$ cat config.mk
export PLATFORM = sky130hd
export DESIGN_NAME = lutram_readback_streamer
export DESIGN_NICKNAME = d
export VERILOG_FILES = /design/src/rtl/lutram_readback_streamer.sv
export SDC_FILE = /design/constraint.sdc
export NUM_CORES = 1
export LEC_CHECK = 0
export ABC_AREA = 1
export ABC_CLOCK_PERIOD_IN_PS = 1600
export BUFFER_PORTS_ARGS = -buffer_cell sky130_fd_sc_hd__buf_2
export CORE_MARGIN = 8
export CORE_UTILIZATION = 25
export DETAILED_ROUTE_END_ITERATION = 12
export GPL_TIMING_DRIVEN = 0
export HOLD_SLACK_MARGIN = 0.1
export SYNTH_ARGS = -nofsm -noshare
export SYNTH_HDL_FRONTEND = slang
export SYNTH_SLANG_ARGS = --single-unit
export TNS_END_PERCENT = 100
$ cat constraint.sdc
create_clock -name CLK1 -period 1.6 [get_ports CLK1]
set_input_delay 0 -clock CLK1 [delete_from_list [all_inputs] [get_ports CLK1]]
set_output_delay 0 -clock CLK1 [all_outputs]
set_load 0.05 [all_outputs]
$ cat src/rtl/lutram_readback_streamer.sv
// Sweeps every address of a distributed RAM's async read port once per START,
// packs the 1-bit read data LSB-first into WORD-bit words and streams them out.
module lutram_readback_streamer #(
  parameter int ABITS = 6,
  parameter int WORD  = 8
) (
  input  logic             CLK1,
  input  logic             RST,
  input  logic             START,
  input  logic             ABORT,
  output logic [ABITS-1:0] A1ADDR,
  input  logic             A1DATA,
  output logic [WORD-1:0]  M_DATA,
  output logic             M_VALID,
  input  logic             M_READY,
  output logic             M_LAST,
  output logic             BUSY,
  output logic             DONE
);

  localparam int IW = $clog2(WORD);
  localparam logic [IW-1:0]    IDX_LAST  = IW'(WORD - 1);
  localparam logic [ABITS-1:0] ADDR_LAST = '1;

  typedef enum logic [1:0] {S_IDLE, S_READ, S_DRAIN} state_t;

  state_t           state_q, state_d;
  logic [ABITS-1:0] addr_q, addr_d;
  logic [IW-1:0]    idx_q, idx_d;
  logic [WORD-2:0]  shift_q, shift_d;
  logic [WORD-1:0]  mdata_q, mdata_d;
  logic             mvalid_q, mvalid_d;
  logic             mlast_q, mlast_d;
  logic             done_q, done_d;
  logic             sample_en;
  logic             accept;
  logic             word_end;

  assign accept   = mvalid_q && M_READY;
  assign word_end = (idx_q == IDX_LAST);

  // The top bit of a word never lands in the shift register; it goes straight
  // into the output register together with the rest of the word.
  generate
    for (genvar gi = 0; gi < WORD - 1; gi++) begin : g_shift
      assign shift_d[gi] = (sample_en && idx_q == IW'(gi)) ? A1DATA : shift_q[gi];
    end
  endgenerate

  always_comb begin
    state_d   = state_q;
    addr_d    = addr_q;
    idx_d     = idx_q;
    mdata_d   = mdata_q;
    mvalid_d  = mvalid_q;
    mlast_d   = mlast_q;
    done_d    = 1'b0;
    sample_en = 1'b0;
    case (state_q)
      S_IDLE: begin
        if (START) begin
          state_d = S_READ;
          addr_d  = '0;
          idx_d   = '0;
        end
      end
      S_READ: begin
        if (ABORT) begin
          state_d  = S_IDLE;
          mvalid_d = 1'b0;
          mlast_d  = 1'b0;
          addr_d   = '0;
          idx_d    = '0;
        end else begin
          if (accept) begin
            mvalid_d = 1'b0;
            mlast_d  = 1'b0;
          end
          // Only the word-completing sample can stall on a full output register.
          if (!word_end || !mvalid_q || M_READY) begin
            sample_en = 1'b1;
            idx_d     = word_end ? '0 : idx_q + IW'(1);
            if (word_end) begin
              mdata_d  = {A1DATA, shift_q};
              mvalid_d = 1'b1;
              mlast_d  = (addr_q == ADDR_LAST);
            end
            if (addr_q == ADDR_LAST) begin
              state_d = S_DRAIN;
            end else begin
              addr_d = addr_q + ABITS'(1);
            end
          end
        end
      end
      S_DRAIN: begin
        if (ABORT) begin
          state_d  = S_IDLE;
          mvalid_d = 1'b0;
          mlast_d  = 1'b0;
          addr_d   = '0;
          idx_d    = '0;
        end else if (accept) begin
          state_d  = S_IDLE;
          mvalid_d = 1'b0;
          mlast_d  = 1'b0;
          done_d   = 1'b1;
          addr_d   = '0;
          idx_d    = '0;
        end
      end
      default: state_d = S_IDLE;
    endcase
  end

  always_ff @(posedge CLK1) begin
    if (RST) begin
      state_q  <= S_IDLE;
      addr_q   <= '0;
      idx_q    <= '0;
      shift_q  <= '0;
      mdata_q  <= '0;
      mvalid_q <= 1'b0;
      mlast_q  <= 1'b0;
      done_q   <= 1'b0;
    end else begin
      state_q  <= state_d;
      addr_q   <= addr_d;
      idx_q    <= idx_d;
      shift_q  <= shift_d;
      mdata_q  <= mdata_d;
      mvalid_q <= mvalid_d;
      mlast_q  <= mlast_d;
      done_q   <= done_d;
    end
  end

  assign A1ADDR  = addr_q;
  assign M_DATA  = mdata_q;
  assign M_VALID = mvalid_q;
  assign M_LAST  = mlast_q;
  assign BUSY    = (state_q != S_IDLE);
  assign DONE    = done_q;

endmodule

==> summary.txt, run 1 <==
Job
  – Maxcap violations: 0

Final layout
  – Area grow syn2layout: 40.99%
  – Layout cell share with drive strength beyond 1: 0.3959
  – FF/Latch Area: 599.3 um2
  – # diodes: 0
  – Post-Layout Inst Area: between 2000 and 2500 um2
  – Layout fillers: 638
  – Final #Nets: approximately 260
  – Multi-input gate area: roughly 960 um2

Clock tree
  – CTS H-Tree Depth: 2
  – Clock latency on the worst-skew pair: roughly 0.29 ns
  – Clk sinks: 29
  – CTS tree: built
  – CTS Buf Count: 5
  – Clk slew on worst S/H paths: 0.07 ns
  – Clk root buf: clkbuf_8
  – Clock Path Buffers: 2

Floorplan
  – # IOs: 24
  – Initial core utilization: 0.2588
  – Die W: ~95 um
  – DIE AREA: between 8000 and 9000 um2
  – Die height: about 95 um
  – Core Rows: 28
  – Total core area: between 5000 and 6000 um2

Timing
  – Worst slew pin tran: between 0.5 and 0.6 ns
  – Clk_skew: 0.003937 ns
  – Highest clock rate: approximately 630 MHz
  – Hold Vio Cnt, Final: 0
  – Final cycle utilization of the critical path: 0.9891
  – Final setup margin: around 0.017 ns
  – RSZ-0062 raised after global routing: true
  – Min cycle time layout: around 1.6 ns
  – Rel. slew slack: 0.6199
  – Fin. max-slew vios: 0
  – Final setup vio count: 0

Drt
  – Final ANT Viol Nets: 0
  – Drt pass-1 iters: 4
  – Via count: approximately 1.4k
  – Routed len/inst: around 12 um
  – Final wirelength: just under 4000 um
  – Initial DRC Count: slightly below 70
  – Post-DR vias/cell: 4.419
  – DRC viols: 0

Worst hold path
  – HP Class: in2reg
  – Hold_sp: RST

Run status
  – Outcome: finished, final reports clean

Worst setup path
  – Critical Path End Type: flop
  – Slowest stage delay, CP: between 0.3 and 0.4 ns
  – R2R depth: 9
  – Critical path type: reg2reg
  – CP Data Arrival Time: around 1.8 ns
  – Required @ worst endpoint: 1.78 ns
  – R2r endpoint: shift_q[5]$_SDFFE_PP0P_
  – CP max stage cell: dfxtp_4
  – Crit-path max FO: 8
  – CP startpoint: state_q[1]$_SDFFE_PP0P_
  – R2R Setup Slk: around 0.017 ns
  – CP startpoint kind: flop
  – Crit path to: shift_q[5]$_SDFFE_PP0P_
  – Worst R2R Start: state_q[1]$_SDFFE_PP0P_
  – Critical path cell sequence: inv_4 > ha_4 > inv_6 > nor2_4 > inv_4 > nor2_4 > nand3_1 > o21ai_1 > a21oi_1

Yosys
  – Mapped Area: about 1500 um2
  – Netlist cell types: 25
  – Sequential area share after synthesis: 0.3766
  – Post-synthesis mux area share: 0
  – Post-Synth Adder-Cell Area: 0.08929
  – Xor-xnor portion of the synthesized cell area: 0
  – Combinational family with the most area after synthesis: simple AND/OR/NAND/NOR gates
  – Syn nets: 216
  – Seq cells post-synth: 29
  – Simple-Gate Fraction of Synth Area: 0.2979
  – Synth Instances: 199
  – Synth warn: 0
  – Synth Area in Compound Gates: 0.1607
  – Syn Area/Cell: 7.746 um2

Global routing
  – Initial antenna violation count: 0
  – Largest net degree at the start of global routing: 11
  – GR Util All Layers: 0.08496
  – First-pass GRT wire length: ~6100 um
  – Gr ovfl total: 0
  – Vias in the first global route: 1,367

Power
  – Leakage: a little under 0.9 nW
  – Peak supply drop: just over 400 uV
  – PwrDens: a little over 1000 nW/um2

Placed design
  – Post-placement setup slack: -0.1384 ns
  – Port Buf Inserts: 23
  – Dpl hpwl: roughly 2700 um
  – Placed inst area: about 1800 um2
  – Placer Congestion: about 0.82
## power breakdown
part | switching (mW) | internal [mW]
combinational | 0.319 | 0.206
sequential | 0.0340 | 0.755
clock | 0.304 | 0.618
## cells by family after synthesis
| group | after synthesis |
|---|---|
| AO/OA/AOI/OAI | 46 |
| AND/OR/NAND/NOR | 83 |
| flip-flops | 29 |
| buffers and inverters | 30 |
| adder cells (fa/ha/maj) | 11 |
## metrics by stage
stage	utilization	hold slack, ns	power (mW)	TNS (ns)	std cells
6_report	0.3649	0.1280	2.237	0	320
5_1_grt	0.3649	0.1622	2.345	-0.3331	320
4_1_cts	0.3397	0.1090	2.169	-0.06177	314
3_5_place_dp	0.2987	0.3237	1.200	-1.290	297
3_3_place_gp	0.2987	0.3252	1.194	-0.9261	297
2_1_floorplan	-	0.07851	1.109	0	199
## placed cells by master, fill, tap and decap left out, drive strengths merged
cell	netlist	layout
nand2	34	34
clkbuf	2	7
clkinv	0	1
dlygate4sd3	0	3
nand3	20	20
bufinv	0	2
nor2	20	20
nor4	2	2
dfxtp	29	29
a21oi	26	26
ha	11	11
o21bai	1	1
buf	1	36
o21ai	19	19
inv	27	26
nor3	4	4
or2	1	1
clkinvlp	0	1
nand4	2	2
## synthesized netlist by cell type, drive strengths merged
master | number | share of area
a21oi | 26 | 0.094
buf | 1 | 0.0049
clkbuf | 2 | 0.0049
dfxtp | 29 | 0.38
ha | 11 | 0.089
inv | 27 | 0.066
nand2 | 34 | 0.096
nand3 | 20 | 0.075
nand4 | 2 | 0.012
nor2 | 20 | 0.090
nor3 | 4 | 0.013
nor4 | 2 | 0.0081
o21ai | 19 | 0.062
o21bai | 1 | 0.0049
or2 | 1 | 0.0041
## per-layer routing
metal	global-route usage	wire length, um
met5	0	0
met4	0.04941	70
met3	0.02857	195
met2	0.1431	1985
met1	0.09112	1665
## state kept, by name, indices dropped and copies added, names as in the netlist
name	count
M_VALID	1
state_q	2
M_LAST	1
idx_q	3
M_DATA	8
shift_q	7
DONE	1
A1ADDR	6
## area by class of cell
type,instances,area share
plain buffers,3,0.006908
multi-input cells,140,0.4439
clock buffers,5,0.03166
inverters,27,0.05296
flip-flops and latches,29,0.2758
repair buffers,38,0.1157
clock inverters,3,0.02994
well taps,75,0.04318
## worst min-delay path by stage
stage	slack, ns	cells after the start	endpoint
detailed placement	0.32	2	DONE$_SDFF_PP0_
CTS	0.11	4	shift_q[3]$_SDFFE_PP0P_
floorplan	0.08	1	DONE$_SDFF_PP0_
global route	0.16	4	shift_q[1]$_SDFFE_PP0P_
global placement	0.33	2	DONE$_SDFF_PP0_
finish	0.13	4	shift_q[1]$_SDFFE_PP0P_
## repair_timing
item,4_1_cts,5_1_grt
hold buffers,3,0
endpoints found under the setup margin,24,26
gates cloned,0,0
buffers inserted,6,6
endpoints found under the hold margin,3,0
pin swaps,4,10
resized for setup,14,25
## critical path, delay by kind of cell (launching register included)
family / cells / cell delay, ns
compound gates: 2 / 0.21
flops: 1 / 0.36
fa+ha+maj: 1 / 0.15
buf+inv: 3 / 0.20
simple gates: 3 / 0.54
No activity file was read; power rests on OpenSTA's default activity.
==> run 2, diff against run 1 <==
--- a/config.mk
+++ b/config.mk
@@ -8,6 +8,7 @@
 export ABC_AREA = 1
 export ABC_CLOCK_PERIOD_IN_PS = 1600
 export BUFFER_PORTS_ARGS = -buffer_cell sky130_fd_sc_hd__buf_2
+export CORE_ASPECT_RATIO = 0.9
 export CORE_MARGIN = 8
 export CORE_UTILIZATION = 25
 export DETAILED_ROUTE_END_ITERATION = 12
==> summary.txt, run 2 (synthesis results as in run 1) <==
Global routing
  – Gr ovfl total: 0 (unchanged)
  – Vias in the first global route: 1,330 (-2.7%)
  – Largest net degree at the start of global routing: 11 (unchanged)
  – Initial antenna violation count: 0 (unchanged)
  – GR Util All Layers: 0.08313 (-0.001826)
  – First-pass GRT wire length: 6058 um (unchanged)

Placed design
  – Placed inst area: 1775 um2 (-0.21%)
  – Dpl hpwl: 2665 um (-1.9%)
  – Port Buf Inserts: 23 (unchanged)
  – Dpl cells: 294 (-1.0%)
  – Post-placement setup slack: -0.1220 ns (+0.01644 ns)
  – Placer Congestion: 0.8441 (+2.7%)

Timing
  – Final setup margin: 0.06144 ns (+0.04399 ns)
  – Hold Slack: 0.1176 ns (-0.01037 ns)
  – Worst slew pin tran: 0.6198 ns (+0.04963 ns)
  – Final cycle utilization of the critical path: 0.9616 (-0.02749)
  – Min cycle time layout: 1.539 ns (-0.04399 ns)
  – Fin. max-slew vios: 0 (unchanged)
  – Hold Vio Cnt, Final: 0 (unchanged)
  – Clk_skew: 0.003028 ns (-0.0009091 ns)
  – Final setup vio count: 0 (unchanged)
  – Rel. slew slack: 0.5868 (-0.03309)
  – Highest clock rate: 650.0 MHz (+2.9%)

Floorplan
  – Die height: 90.50 um (-4.3%)
  – Die W: 98.77 um (+4.5%)
  – Core Rows: 27 (-3.6%)
  – DIE AREA: 8938 um2 (about the same)
  – # IOs: 24 (unchanged)
  – Initial core utilization: 0.2549 (-0.003909)
  – Total core area: 6047 um2 (+1.5%)

Final layout
  – Fin util: 0.3476 (-0.01731)
  – Final #Nets: 256 (-1.9%)
  – Leading cell types in the layout, fill and taps excluded: nand2_1 (27), buf_2 (23), a21oi_1 (21)
  – Area grow syn2layout: 36.36%
  – Fin cells: 312 (-2.5%)
  – Most common cell after layout, fill and taps aside: nand2_1
  – # diodes: 0 (unchanged)
  – Layout cell share with drive strength beyond 1: 0.3917 (-0.004252)
  – Post-Layout Inst Area: 2102 um2 (-3.3%)
  – Largest register FFs: 8 (unchanged)
  – Layout fillers: 610 (-4.4%)

Power
  – Leakage: 0.8279 nW (-4.9%)
  – Peak supply drop: 402.9 uV (-1.6%)
  – PwrDens: 988.4 nW/um2 (-4.0%)

Clock tree
  – CTS tree: built
  – Clk root buf: clkbuf_8
  – Clock Path Buffers: 2 (unchanged)
  – CTS Buf Count: 5 (unchanged)
  – Clk sinks: 29 (unchanged)
  – Clock latency on the worst-skew pair: 0.28 ns (about the same)
  – CTS H-Tree Depth: 2 (unchanged)
  – Clk slew on worst S/H paths: 0.06 ns (about the same)

Drt
  – DRC viols: 0 (unchanged)
  – Routed len/inst: 11.92 um (-2.6%)
  – Initial DRC Count: 33 (-51%)
  – Via count: 1,388 (-1.8%)
  – Drt pass-1 iters: 4 (unchanged)
  – Final wirelength: 3720 um (-5.0%)
  – Post-DR vias/cell: 4.449 (+0.68%)
  – Final ANT Viol Nets: 0 (unchanged)

Worst setup path
  – CP Data Arrival Time: 1.77 ns (about the same)
  – Critical path type: reg2reg
  – CP startpoint kind: flop
  – Crit-path max FO: 4 (-4)
  – R2R Setup Slk: 0.06 ns (+0.04 ns)
  – Required @ worst endpoint: 1.83 ns (+0.05 ns)
  – Critical Path End Type: flop

Job
  – Maxcap violations: 0 (unchanged)

Worst hold path
  – HP Class: in2reg

Run status
  – Outcome: finished, final reports clean
[run 2: cell types whose count changed in the layout (fill, tap and decap cells not counted), sizes merged]
cell / delta
buf: -5
bufinv: -1
clkbuf: +2
clkinv: -1
[run 2: where the power goes]
part / switching (mW) / leakage (nW) / internal, mW
combinational: 0.317 / 0.531 / 0.182
clock: 0.284 / 0.0585 / 0.507
sequential: 0.0330 / 0.239 / 0.755
[run 2: routing by layer]
layer | GRT usage | share of wire | vias up
met5 | 0 | 0 | -
met4 | 0.04598 | 0.022 | 0
met3 | 0.02003 | 0.028 | 7
met2 | 0.1350 | 0.47 | 18
met1 | 0.09789 | 0.48 | 626
li1 | - | - | 737
[run 2: through the flow]
step           total power [mW]  setup TNS, ns
2_1_floorplan             1.109              0
3_3_place_gp              1.196        -0.8728
3_5_place_dp              1.201         -1.025
4_1_cts                   2.026       -0.06318
5_1_grt                   2.180       -0.07232
6_report                  2.078              0
[run 2: worst paths after layout]
| kind | start | end | cells past startpoint |
|---|---|---|---|
| max | state_q[0]$_SDFFE_PP0P_ | DONE$_SDFF_PP0_ | 5 |
| min | RST | shift_q[2]$_SDFFE_PP0P_ | 4 |
| max reg2reg | state_q[0]$_SDFFE_PP0P_ | DONE$_SDFF_PP0_ | 5 |
| min reg2reg | shift_q[0]$_SDFFE_PP0P_ | shift_q[0]$_SDFFE_PP0P_ | 2 |
[run 2: layout make-up]
| cell class | instances | area [um2] | area share |
|---|---|---|---|
| sequential | 29 | 594.3 | 0.2827 |
| inverter | 27 | 110.1 | 0.05238 |
| clock inverter | 1 | 30.03 | 0.01429 |
| clock buffer | 7 | 86.33 | 0.04107 |
| timing repair buffer | 33 | 197.7 | 0.09405 |
| tap | 72 | 90.09 | 0.04286 |
| buffer | 3 | 18.77 | 0.008929 |
| multi-input combinational | 140 | 974.7 | 0.4637 |
[run 2: timing repair]
action | CTS | global route
hold endpoints to repair | 3 | 0
buffers inserted | 1 | 6
pin swaps | 3 | 8
hold buffers | 3 | 0
endpoints found under the setup margin | 18 | 24
gates resized for setup | 13 | 26
[run 2: worst max-delay path, stage by stage, from the launching register on]
cell and delay, ns:
dfxtp_2 0.34, inv_2 0.10, ha_1 0.19, inv_1 0.09, nor4_1 0.20, dlygate4sd3_1 0.57
==> run 3, diff against run 2 <==
--- a/config.mk
+++ b/config.mk
@@ -5,16 +5,16 @@
 export SDC_FILE = /design/constraint.sdc
 export NUM_CORES = 1
 export LEC_CHECK = 0
-export ABC_AREA = 1
 export ABC_CLOCK_PERIOD_IN_PS = 1600
 export BUFFER_PORTS_ARGS = -buffer_cell sky130_fd_sc_hd__buf_2
 export CORE_ASPECT_RATIO = 0.9
 export CORE_MARGIN = 8
-export CORE_UTILIZATION = 25
+export CORE_UTILIZATION = 49
 export DETAILED_ROUTE_END_ITERATION = 12
 export GPL_TIMING_DRIVEN = 0
 export HOLD_SLACK_MARGIN = 0.1
+export PLACE_DENSITY = 0.74
 export SYNTH_ARGS = -nofsm -noshare
 export SYNTH_HDL_FRONTEND = slang
 export SYNTH_SLANG_ARGS = --single-unit
-export TNS_END_PERCENT = 100
+export TNS_END_PERCENT = 20
==> summary.txt, run 3 <==
Run status
  – Outcome: finished with violations
  – Failing checks: negative setup slack

Yosys
  – Netlist cell types: 43 (+72%)
  – Synth async-reset ratio: 0 (unchanged)
  – Synth Flop Type: dfxtp_1
  – Sequential area share after synthesis: 0.3942 (+0.01760)
  – Top-area cell type share of the netlist area: 0.3942 (+0.01760)
  – Leading area contributor after synthesis: dfxtp_1
  – Seq cells post-synth: 29 (unchanged)
  – Post-synth EDFFs: 0 (unchanged)
  – Most frequent cell after synthesis: dfxtp_1
  – Mapped Area: 1473 um2 (-4.5%)
  – Synth Instances: 164 (-18%)
  – Syn nets: 181 (-16%)
  – Most frequent cells after synthesis: dfxtp_1 (29), nor2_1 (20), nand2_1 (18), mux2i_1 (12), ha_1 (11)
  – Synth warn: 0 (unchanged)
  – Syn Area/Cell: 8.980 um2 (+16%)
  – Synth top area cells: dfxtp_1 (39%), ha_1 (9.3%), mux2i_1 (8.2%)

Global routing
  – GR Util All Layers: 0.1605 (+0.07735)
  – Initial antenna violation count: 0 (unchanged)
  – Largest net degree at the start of global routing: 11 (unchanged)
  – Vias in the first global route: 1,367 (+2.8%)
  – First-pass GRT wire length: 6127 um (+1.1%)
  – Gr ovfl total: 0 (unchanged)

Final layout
  – Leading cell types in the layout, fill and taps excluded: buf_2 (22), nor2_1 (20), dfxtp_1 (19)
  – Most common cell after layout, fill and taps aside: buf_2
  – Largest register FFs: 8 (unchanged)
  – Area grow syn2layout: 45.62%
  – Final #Nets: 235 (-8.2%)
  – # diodes: 0 (unchanged)
  – Layout cell share with drive strength beyond 1: 0.4475 (+0.05582)

Drt
  – Final ANT Viol Nets: 0 (unchanged)
  – Drt pass-1 iters: 5 (+1)
  – Initial DRC Count: 100 (+200%)
  – Routed len/inst: 16.09 um (+35%)
  – Met2 Wirelength: 2054 um (+17%)
  – DRC viols: 0 (unchanged)
  – Metal-1 WL: 1778 um (+0.23%)
  – Post-DR vias/cell: 5.609 (+26%)
  – Final wirelength: 4199 um (+13%)
  – Via count: 1,464 (+5.5%)
  – Max layer used: met4
  – Met3 WL: 235 um (+120%)

Worst setup path
  – Critical path type: reg2reg
  – Critical path cell sequence: ha_4 > ha_4 > buf_4 > inv_1 > or3_1 > buf_6 > mux2i_2 > nor2_1
  – R2R Setup Slk: -0.23 ns (-0.30 ns)
  – CP Data Arrival Time: 2.04 ns (+0.27 ns)
  – CP dominant cell by count: ha_4
  – CP max stage cell: or3_1
  – Slowest stage delay, CP: 0.41 ns (-0.16 ns)
  – Required @ worst endpoint: 1.80 ns (-0.03 ns)
  – Crit-path max FO: 8 (+4)
  – WP buf/inv: 3 (unchanged)
  – Critical Path End Type: flop
  – CP delay by family, top: simple AND/OR/NAND/NOR gates
  – CP startpoint kind: flop

Timing
  – Min cycle time layout: 1.834 ns (+0.2951 ns)
  – Highest clock rate: 545.4 MHz (-16%)
  – Clk_skew: 0.006553 ns (+0.003525 ns)
  – Final setup margin: -0.2336 ns (-0.2951 ns)
  – RSZ-0062 raised after global routing: true
  – Fin. max-slew vios: 0 (unchanged)
  – Hold Vio Cnt, Final: 0 (unchanged)
  – Final setup vio count: 20 (+20)
  – Hold Slack: 0.1754 ns (+0.05775 ns)
  – Worst slew pin tran: 0.6123 ns (-0.007513 ns)
  – Final cycle utilization of the critical path: 1.146 (+0.1844)
  – Rel. slew slack: 0.5918 (+0.005009)

Floorplan
  – # IOs: 24 (unchanged)
  – DIE AREA: 5018 um2 (-44%)
  – Core Rows: 19 (-30%)
  – Initial core utilization: 0.4956 (+0.2407)
  – Die W: 73.79 um (-25%)
  – Die height: 68.01 um (-25%)
  – Total core area: 2972 um2 (-51%)

Job
  – Maxcap violations: 0 (unchanged)

Clock tree
  – Clk root buf: clkbuf_4
  – CTS Buf Count: 5 (unchanged)
  – CTS H-Tree Depth: 2 (unchanged)
  – Clock latency on the worst-skew pair: 0.34 ns (+0.06 ns)
  – Clock Path Buffers: 2 (unchanged)
  – Clk slew on worst S/H paths: 0.09 ns (+0.03 ns)
  – Clk sinks: 29 (unchanged)
  – CTS tree: built

Placed design
  – Dpl hpwl: 2323 um (-13%)
  – Post-placement setup slack: -0.3293 ns (-0.2073 ns)
  – Placer Congestion: 0.8388 (-0.63%)
  – Port Buf Inserts: 21 (-8.7%)

Power
  – Peak supply drop: 597.5 uV (+48%)
  – Pwr Total: 1.503 mW (-28%)
  – Leakage: 0.9174 nW (+11%)
  – PwrDens: 700.7 nW/um2 (-29%)

Worst hold path
  – HP Class: in2reg
==> run 3: repair_timing <==
action / in CTS / in global routing
hold buffers: 4 / 0
endpoints found under the hold margin: 11 / 0
setup buffers: 13 / 8
cloned: 0 / 1
resized for setup: 34 / 17
pin swaps: 9 / 13
endpoints found under the setup margin: 25 / 26
==> run 3: cells by family after synthesis <==
group | Yosys count | synth area share
simple gates | 69 | 0.2413
flops | 29 | 0.3942
mux | 13 | 0.08921
fa+ha+maj | 11 | 0.09346
buf+inv | 15 | 0.04248
compound gates | 27 | 0.1394
==> run 3: metrics by stage <==
stage	instances	TNS, ns	utilization	cell area (um2)
6_report	261	-2.860	0.7217	2145
5_1_grt	261	-3.844	0.7217	2145
4_1_cts	252	-1.683	0.6745	2004
3_5_place_dp	227	-4.582	0.5596	1663
3_3_place_gp	227	-3.533	0.5596	1663
2_1_floorplan	164	-1.297	-	1505
==> run 3: cell type report <==
type	instances	area (um2)
timing repair buffer	47	319.1
clock inverter	2	10.01
sequential	29	608.1
inverter	8	41.29
buffer	7	48.80
tap	42	52.55
multi-input combinational	120	1023
fill	201	827.0
clock buffer	6	41.29
==> run 3: worst paths after layout <==
check / to / start / cells past startpoint
setup reg to reg: M_DATA[6]$_SDFFE_PP0P_ / idx_q[0]$_SDFFE_PP0P_ / 8
hold / removal: shift_q[3]$_SDFFE_PP0P_ / RST / 2
hold reg to reg: shift_q[2]$_SDFFE_PP0P_ / shift_q[2]$_SDFFE_PP0P_ / 2
setup / recovery: M_DATA[6]$_SDFFE_PP0P_ / idx_q[0]$_SDFFE_PP0P_ / 8
==> run 3: report_power, final <==
group	switching [mW]	internal [mW]
clock	0.263	0.167
sequential	0.0129	0.725
combinational	0.183	0.152
total	0.458	1.04
==> run 3: layer usage <==
metal | vias to the layer above | track usage
li1 | 684 | -
met1 | 714 | 0.1709
met2 | 50 | 0.2818
met3 | 16 | 0.05857
met4 | 0 | 0.06965
met5 | - | 0
